===== config.mk =====
export PLATFORM = sky130hd
export DESIGN_NAME = ext_arbiter
export DESIGN_NICKNAME = d
export VERILOG_FILES = /design/src/rtl/ext_arbiter.sv
export SDC_FILE = /design/constraint.sdc
export NUM_CORES = 1
export LEC_CHECK = 0
export CORE_UTILIZATION = 29
export DETAILED_ROUTE_END_ITERATION = 10
export GPL_TIMING_DRIVEN = 1
export PLACE_DENSITY = 0.78
export SLEW_MARGIN = 5
export SYNTH_ARGS = -nofsm -noshare
export SYNTH_HDL_FRONTEND = slang
export SYNTH_SLANG_ARGS = --single-unit

===== constraint.sdc =====
create_clock -name clk -period 1.57 [get_ports clk]
set_clock_uncertainty 0.05 [all_clocks]
set_input_delay 0.3925 -clock clk [delete_from_list [all_inputs] [get_ports clk]]
set_output_delay 0.3925 -clock clk [all_outputs]
set_load 0.1 [all_outputs]

===== src/rtl/ext_arbiter.sv =====
`default_nettype none
// ============================================================================
// Module   : ext_arbiter
// Brief    : Round-robin arbiter sharing one immediate extender between two
//            requesters; result held in a one-entry valid/ready register.
//            Optional grant counters are enabled by EXT_ARB_STATS_EN.
// Revision : 1.0
// ============================================================================
module ext_arbiter #(
    parameter int CNT_W = 16
) (
    input  logic             clk,
    input  logic             rst_n,
    input  logic             req0,
    input  logic             req1,
    input  logic [15:0]      imm0,
    input  logic [15:0]      imm1,
    input  logic [1:0]       eop0,
    input  logic [1:0]       eop1,
    output logic             ack0,
    output logic             ack1,
    output logic [15:0]      ext_imm,
    output logic [1:0]       ext_eop,
    input  logic [31:0]      ext_result,
    output logic             out_valid,
    output logic             out_id,
    output logic [31:0]      out_ext,
    input  logic             out_ready,
    input  logic             stats_clr,
    output logic [CNT_W-1:0] cnt0,
    output logic [CNT_W-1:0] cnt1
);

    logic        r_out_valid;
    logic        r_out_id;
    logic [31:0] r_out_ext;
    logic        r_prio;

    logic w_slot_free;
    logic w_winner;
    logic w_grant;

    assign w_slot_free = !r_out_valid || out_ready;
    // Priority pointer only matters on a tie; a lone requester always wins.
    assign w_winner    = (req0 && req1) ? r_prio : req1;
    assign w_grant     = rst_n && w_slot_free && (req0 || req1);

    assign ack0    = w_grant && !w_winner;
    assign ack1    = w_grant &&  w_winner;
    assign ext_imm = w_grant ? (w_winner ? imm1 : imm0) : 16'h0;
    assign ext_eop = w_grant ? (w_winner ? eop1 : eop0) : 2'b0;

    always_ff @(posedge clk or negedge rst_n) begin
        if (!rst_n) begin
            r_out_valid <= 1'b0;
            r_out_id    <= 1'b0;
            r_out_ext   <= 32'h0;
            r_prio      <= 1'b0;
        end else if (w_grant) begin
            r_out_valid <= 1'b1;
            r_out_id    <= w_winner;
            r_out_ext   <= ext_result;
            r_prio      <= ~w_winner;
        end else if (r_out_valid && out_ready) begin
            r_out_valid <= 1'b0;
        end
    end

    assign out_valid = r_out_valid;
    assign out_id    = r_out_id;
    assign out_ext   = r_out_ext;

`ifdef EXT_ARB_STATS_EN
    logic [CNT_W-1:0] r_cnt0;
    logic [CNT_W-1:0] r_cnt1;

    // Clear wins over increment; counters stick at all-ones.
    always_ff @(posedge clk or negedge rst_n) begin
        if (!rst_n) begin
            r_cnt0 <= '0;
            r_cnt1 <= '0;
        end else if (stats_clr) begin
            r_cnt0 <= '0;
            r_cnt1 <= '0;
        end else begin
            if (ack0 && (r_cnt0 != {CNT_W{1'b1}}))
                r_cnt0 <= r_cnt0 + CNT_W'(1);
            if (ack1 && (r_cnt1 != {CNT_W{1'b1}}))
                r_cnt1 <= r_cnt1 + CNT_W'(1);
        end
    end

    assign cnt0 = r_cnt0;
    assign cnt1 = r_cnt1;
`else
    logic w_unused_stats_clr;
    assign w_unused_stats_clr = stats_clr;
    assign cnt0 = '0;
    assign cnt1 = '0;
`endif

endmodule
`default_nettype wire


Word-level counts from Yosys, hierarchy flattened
Cells that the tools add are included.
{"block": "classes", "mux": 7, "reduce_logical": 11, "bitwise": 1}
{"cell": "two-way mux 16 bit", "count": 2}
{"cell": "logical AND 1 bit", "count": 6}
{"cell": "two-way mux 2 bit", "count": 2}
{"cell": "two-way mux 1 bit", "count": 3}
{"cell": "logical NOT 1 bit", "count": 2}
{"cell": "logical OR 1 bit", "count": 2}
{"cell": "nonzero test 2 bit", "count": 1}
{"cell": "inverter 1 bit", "count": 1}
{"block": "totals", "out_inout_bits": 86, "word_cells": 23, "input_bits": 74, "register_bits": 35}

Longest topological paths before layout
Gate-level depths: netlist of the first run.
{"block": "logic_depth", "depth_word": 5, "mapped_depth": 5, "mapped_depth_nobuf": 3}

Worst setup path after synthesis of the first run
Ideal clock, no wire load.
{"block": "synth_path", "path_type": "register -> output", "start": "register r_out_valid (netlist: out_valid)", "end": "output port ext_imm[10]", "n_path_buf": 1, "slack_ns": -1.409, "arrival_ns": 2.537, "path_stages_with_launch": 5, "cell_sequence": "dfrtp_1 > nand2b_4 > and4_2 > buf_2 > a22o_1"}
{"block": "synth_between", "elab_chain_cells": 5}
{"item": "start, declared", "line_no": "34", "text": "logic r_out_valid;"}
{"item": "start signal, assigned", "line_no": "55", "text": "r_out_valid <= 1'b0;"}
{"item": "start signal, assigned", "line_no": "60", "text": "r_out_valid <= 1'b1;"}
{"item": "start signal, assigned", "line_no": "65", "text": "r_out_valid <= 1'b0;"}
{"item": "logical NOT 1 bit", "line_no": "43", "text": "assign w_slot_free = !r_out_valid || out_ready;"}
{"item": "logical OR 1 bit", "line_no": "43"}
{"item": "logical AND 1 bit (2 in series)", "line_no": "46", "text": "assign w_grant = rst_n && w_slot_free && (req0 || req1);"}
{"item": "two-way mux 16 bit", "line_no": "50", "text": "assign ext_imm = w_grant ? (w_winner ? imm1 : imm0) : 16'h0;"}
{"item": "end, declared", "line_no": "22", "text": "output logic [15:0] ext_imm,"}
Every way passes these cells.

Worst setup path after layout of the first run
{"block": "layout_path", "start": "register r_out_valid (netlist: out_valid)", "end": "output port ext_imm[11]"}
The elaborated chain is that of the path after synthesis.

==> flow_summary.yaml, run 1 <==
timing:
  period_share_pct: 138
  grt_setup_unrepaired: "yes"
  tns_ns: -17.54
  hold_violations: 0
  fmax_ghz: 0.460
  finalSetupViolations: 54
  layout_min_cycle_time_ns: 2.17
  holdWs_ns: 0.0167
  maxSlewViolCount: 0
  fin_ws_ns: -0.602
clock_tree:
  clk_pin_slew_ns: 0.08
  clockBufferDepth: 2
  cts_tree: "built"
  cts_max_level: 2
  cts_buffers: 5
  cts_root_buf: "clkbuf_8"
  clock_sinks: 35
  clkLatencyLatePin_ns: 0.29
power_and_ir_drop:
  vdd_drop_max_uv: 924
  power.density_nw_per_um2: 1240
  p_leak_nw: 1.98
die:
  start_util_pct: 30.2
  ios: 160
  die_area_um2: 6930
  rows: 29
  die_width_um: 83.3
  fp.dieH_um: 83.3
  core_um2: 6350
layout:
  drive_gt1_share_pct: 51.6
  n_fill_cell: 416
  num_antenna_cells: 0
  final_nets: 362
  final_cells: 366
  syn_to_final_growth_pct: 124
  final_area_um2: 4290
  final_util_pct: 67.5
global_routing:
  grt_overflow_total: 0
  grt_pass1_vias: 1678
  grt_first_pass_wirelength_um: 9450
  grt.total_usage_pct: 17.6
  grt_max_degree: 29
  antenna_found_initial: 0
detailed_routing:
  drc: 0
  routed-via-count: 1585
  dr.first_iter.drc_count: 27
  wl_um: 6000
  drtAntennaViolNets: 0
  drtPass1Iterations: 4
  via_per_inst: 4.33
  wl_per_cell_um: 16.4
setup_path:
  end_kind: "primary output"
  timing.critical_path.arrival_ns: 1.73
  worstPathMaxFanout: 8
  start_kind: "flip-flop"
  worstPathRequired_ns: 1.13
  path_class: "reg -> out"
placement:
  port_buffers: 126
  gp_congestion: 0.705
  place_area_um2: 3920
  dp_hpwl_um: 4150
  dp.cells: 342
yosys:
  synth.lib_cells_used.distinct: 17
  synth_seq_cells: 35
  ys_seq_area_share_pct: 45.7
  synthFlopType: "dfrtp_1"
  async_flop_share_pct: 100
  synth-edff-count: 0
  synthCells: 136
  ys_warn_count: 0
  syn_area_um2: 1920
  syn_avg_cell_area_um2: 14.1
status:
  outcome: "complete, but fails checks"
  violations: "negative setup slack"
hold_path:
  hold_path_class: "in -> async"
job:
  maxCapViolCount: 0
critical path, cell delays in order (launching register included):
cell      delay (ns)
dfrtp_4         0.50
nand2b_4        0.09
buf_6           0.09
and4_4          0.28
buf_12          0.15
a22o_4          0.15
buf_12          0.17
power by group:
group	internal, mW	switching, mW	total, mW
sequential	1.06	0.186	1.25
combinational	1.30	2.10	3.40
clock	0.309	0.350	0.658
total	2.67	2.64	5.31
area by class of cell:
| class | instances | area [µm²] | share of cell area [%] |
|---|---|---|---|
| clock inverters | 3 | 20.0 | 0.467 |
| flip-flops and latches | 35 | 880 | 20.5 |
| inverters | 1 | 3.75 | 0.0875 |
| well taps | 77 | 96.3 | 2.25 |
| clock buffers | 5 | 68.8 | 1.60 |
| repair buffers | 154 | 2210 | 51.5 |
| multi-input cells | 91 | 1010 | 23.5 |
cells by family after synthesis:
logic type / share of synthesized area, %
simple gates: 1.96
compound gates: 10.3
other cells: 0.196
buf+inv: 17.5
flops: 45.7
mux: 24.3
cell usage in the layout, fill, tap and decap left out, drive strengths merged:
master / instances
o21ba: 2
clkinvlp: 2
conb: 32
nor2b: 1
clkinv: 1
nand2: 2
buf: 83
nand2b: 1
dfrtp: 35
a22o: 18
clkbuf: 5
mux2: 32
inv: 1
dlygate4sd2: 3
and4: 1
o2111a: 1
clkdlybuf4s50: 68
o21ai: 1
cell usage after synthesis, types with 2 or more instances:
cell type  count  share of area [%]
nand2_1        2               0.39
mux2_2         4                2.4
buf_2          4                1.0
buf_4         32                 13
buf_12         3                3.1
o21ba_2        2                1.0
mux2_4        28                 22
dfrtp_1       35                 46
a22o_1        18                8.2
layer usage:
metal  track usage, %  up-vias  share of wire, %
met1             19.3      774                37
met4             6.90        0               2.6
met2             32.6       80                55
li1                 -      719                 -
met5                0        -                 0
met3             4.08       12               5.6
registers in the layout, indices dropped and copies added, names as in the netlist:
signal	count
out_ext	32
r_prio	1
out_valid	1
out_id	1
through the flow:
step                power [mW]  setup slack, ns
finish                    5.31           -0.602
global route              5.47           -0.651
CTS                       5.33           -0.575
detailed placement        4.54           -0.645
global placement          4.51           -0.634
floorplan                 3.39           -0.378
repair_timing:
action | in CTS | in global routing
buffers inserted | 10 | 2
setup endpoints to repair | 52 | 54
pin swaps | 6 | 2
resized for setup | 24 | 3
gates cloned | 6 | 0
hold buffers | 0 | 0
worst paths after layout:
| path | slack (ns) | start | endpoint | cells after the start |
|---|---|---|---|---|
| max | -0.60 | out_valid$_DFFE_PN0P_ | ext_imm[11] | 6 |
| min | 0.02 | rst_n | out_valid$_DFFE_PN0P_ | 2 |
| max reg2reg | -0.22 | out_valid$_DFFE_PN0P_ | out_ext[27]$_DFFE_PN0P_ | 8 |
| min reg2reg | 0.52 | out_ext[25]$_DFFE_PN0P_ | out_ext[25]$_DFFE_PN0P_ | 1 |
| max in group asynchronous | 1.08 | rst_n | out_ext[17]$_DFFE_PN0P_ | 2 |
| min in group clk | 0.52 | out_ext[25]$_DFFE_PN0P_ | out_ext[25]$_DFFE_PN0P_ | 1 |
Power figures use the tool's default switching activity.
==> run 2: changes to the inputs <==
--- a/config.mk
+++ b/config.mk
@@ -5,6 +5,7 @@
 export SDC_FILE = /design/constraint.sdc
 export NUM_CORES = 1
 export LEC_CHECK = 0
+export CORE_MARGIN = 1.5
 export CORE_UTILIZATION = 29
 export DETAILED_ROUTE_END_ITERATION = 10
 export GPL_TIMING_DRIVEN = 1
==> run 2 against run 1 <==
The run still ends with negative setup slack left. First-iteration DRC count increased by 78%. Wire length increased by 3.4%. Hold slack improved by 0.24 ns. Global-route usage increased by 0.48 points. Core utilization increased by 0.37 points. Largest cell class unchanged. Largest power group unchanged.
==> flow_summary.yaml, run 2 (synthesis gave the netlist of run 1 again) <==
global_routing:
  grt.total_usage_pct: 18.1
  antenna_found_initial: 0
  grt_overflow_total: 0
  grt_pass1_vias: 1782
  grt_first_pass_wirelength_um: 10000
  grt_max_degree: 35
timing:
  tns_ns: -16.88
  finalSetupViolations: 53
  maxSlewViolCount: 0
  fmax_ghz: 0.471
  period_share_pct: 135
  fin_ws_ns: -0.555
  holdWs_ns: 0.257
  hold_violations: 0
  grt_setup_unrepaired: "yes"
  layout_min_cycle_time_ns: 2.12
layout:
  drive_gt1_share_pct: 51.5
  most-common-layout-cells: "68 x clkdlybuf4s50_1, 65 x buf_12, 34 x dfrtp_1"
  final_cells: 370
  final_common_cell: "clkdlybuf4s50_1"
  final_area_um2: 4310
  largest_reg_flops: 32
  syn_to_final_growth_pct: 125
  num_antenna_cells: 0
  final_util_pct: 67.9
  final_nets: 366
setup_path:
  end_kind: "primary output"
  start_kind: "flip-flop"
  slowest_stage: "dfrtp_4"
  r2r_slack_ns: -0.28
  worstPathCellList: "nand2b_4 -> buf_6 -> and4_4 -> buf_12 -> a22o_4 -> buf_12"
  worstPathRequired_ns: 1.13
  path_class: "reg -> out"
  critical_path.top_delay_family: "flip-flops"
  worstPathMaxFanout: 9
  cp_common_cell: "buf_12"
  timing.critical_path.arrival_ns: 1.68
  worst-path-buf-inv: 3
  slowest_delay_ns: 0.49
clock_tree:
  clockBufferDepth: 2
  cts_max_level: 2
  cts_tree: "built"
  clk_pin_slew_ns: 0.08
  cts_root_buf: "clkbuf_8"
  clkLatencyLatePin_ns: 0.28
  clock_sinks: 35
  cts_buffers: 5
detailed_routing:
  drc: 0
  dr.first_iter.drc_count: 48
  drtPass1Iterations: 4
  via_per_inst: 4.26
  routed-via-count: 1578
  wl_um: 6200
  wl_per_cell_um: 16.8
  drtAntennaViolNets: 0
die:
  rows: 29
  core_um2: 6350
  fp.dieH_um: 84.3
  die_width_um: 84.3
  die_area_um2: 7100
  ios: 160
  start_util_pct: 30.2
status:
  outcome: "complete, but fails checks"
  violations: "negative setup slack"
hold_path:
  hold_path_class: "in -> async"
placement:
  dp_hpwl_um: 4310
  dp.cells: 345
  gp_congestion: 0.718
  place_ws_ns: -0.636
  place_area_um2: 3930
  port_buffers: 126
power_and_ir_drop:
  p_total_mw: 5.31
  vdd_drop_max_uv: 836
  p_leak_nw: 2.00
  power.density_nw_per_um2: 1230
job:
  maxCapViolCount: 0
run 2: cell types whose count changed in the layout (fill, tap and decap cells not counted), sizes merged:
cell	previous run	this run
buf	83	86
dlygate4sd3	0	1
clkbuf	5	6
clkinvlp	2	1
clkdlybuf4s15	0	1
dlygate4sd2	3	2
run 2: routing by layer:
metal  up-vias  part of all wire (%)  GRT usage (%)
met5         -                     0              0
met1       768                    38           21.9
li1        727                     -              -
met4         0                   1.4           5.22
met3         6                   5.3           2.95
met2        77                    55           32.9
run 2: area by class of cell:
cell class / instances / area, µm²
sequential: 35 / 880
tap: 77 / 96.3
timing repair buffer: 158 / 2230
clock inverter: 2 / 12.5
multi-input combinational: 91 / 1020
fill: 433 / 2040
inverter: 1 / 3.75
clock buffer: 6 / 72.6
run 2: tightest hold or removal path: cells and delay by family:
kind     cells  cell delay [ns]
buf+inv      3             0.64
run 2: worst paths after layout:
| check | start | endpoint | cells after the start |
|---|---|---|---|
| min in group clk | rst_n | out_valid$_DFFE_PN0P_ | 4 |
| max in group asynchronous | rst_n | r_prio$_DFFE_PN0P_ | 3 |
| max reg2reg | out_valid$_DFFE_PN0P_ | out_ext[0]$_DFFE_PN0P_ | 9 |
| min | rst_n | out_ext[6]$_DFFE_PN0P_ | 3 |
| max | out_valid$_DFFE_PN0P_ | ext_imm[10] | 6 |
| min reg2reg | out_ext[24]$_DFFE_PN0P_ | out_ext[24]$_DFFE_PN0P_ | 1 |
run 2: report_power, final:
| group | internal (mW) | total, mW | switching (mW) | leakage [nW] |
|---|---|---|---|---|
| Clock | 0.310 | 0.643 | 0.333 | 0.0412 |
| Combinational | 1.31 | 3.42 | 2.11 | 1.55 |
| Sequential | 1.06 | 1.25 | 0.184 | 0.407 |
run 2: repair_timing:
action,in CTS,in global routing
gates resized for setup,24,7
pin swaps,3,6
hold endpoints to repair,1,0
hold buffers,1,0
cloned,6,0
setup endpoints to repair,52,54
setup buffers,12,6
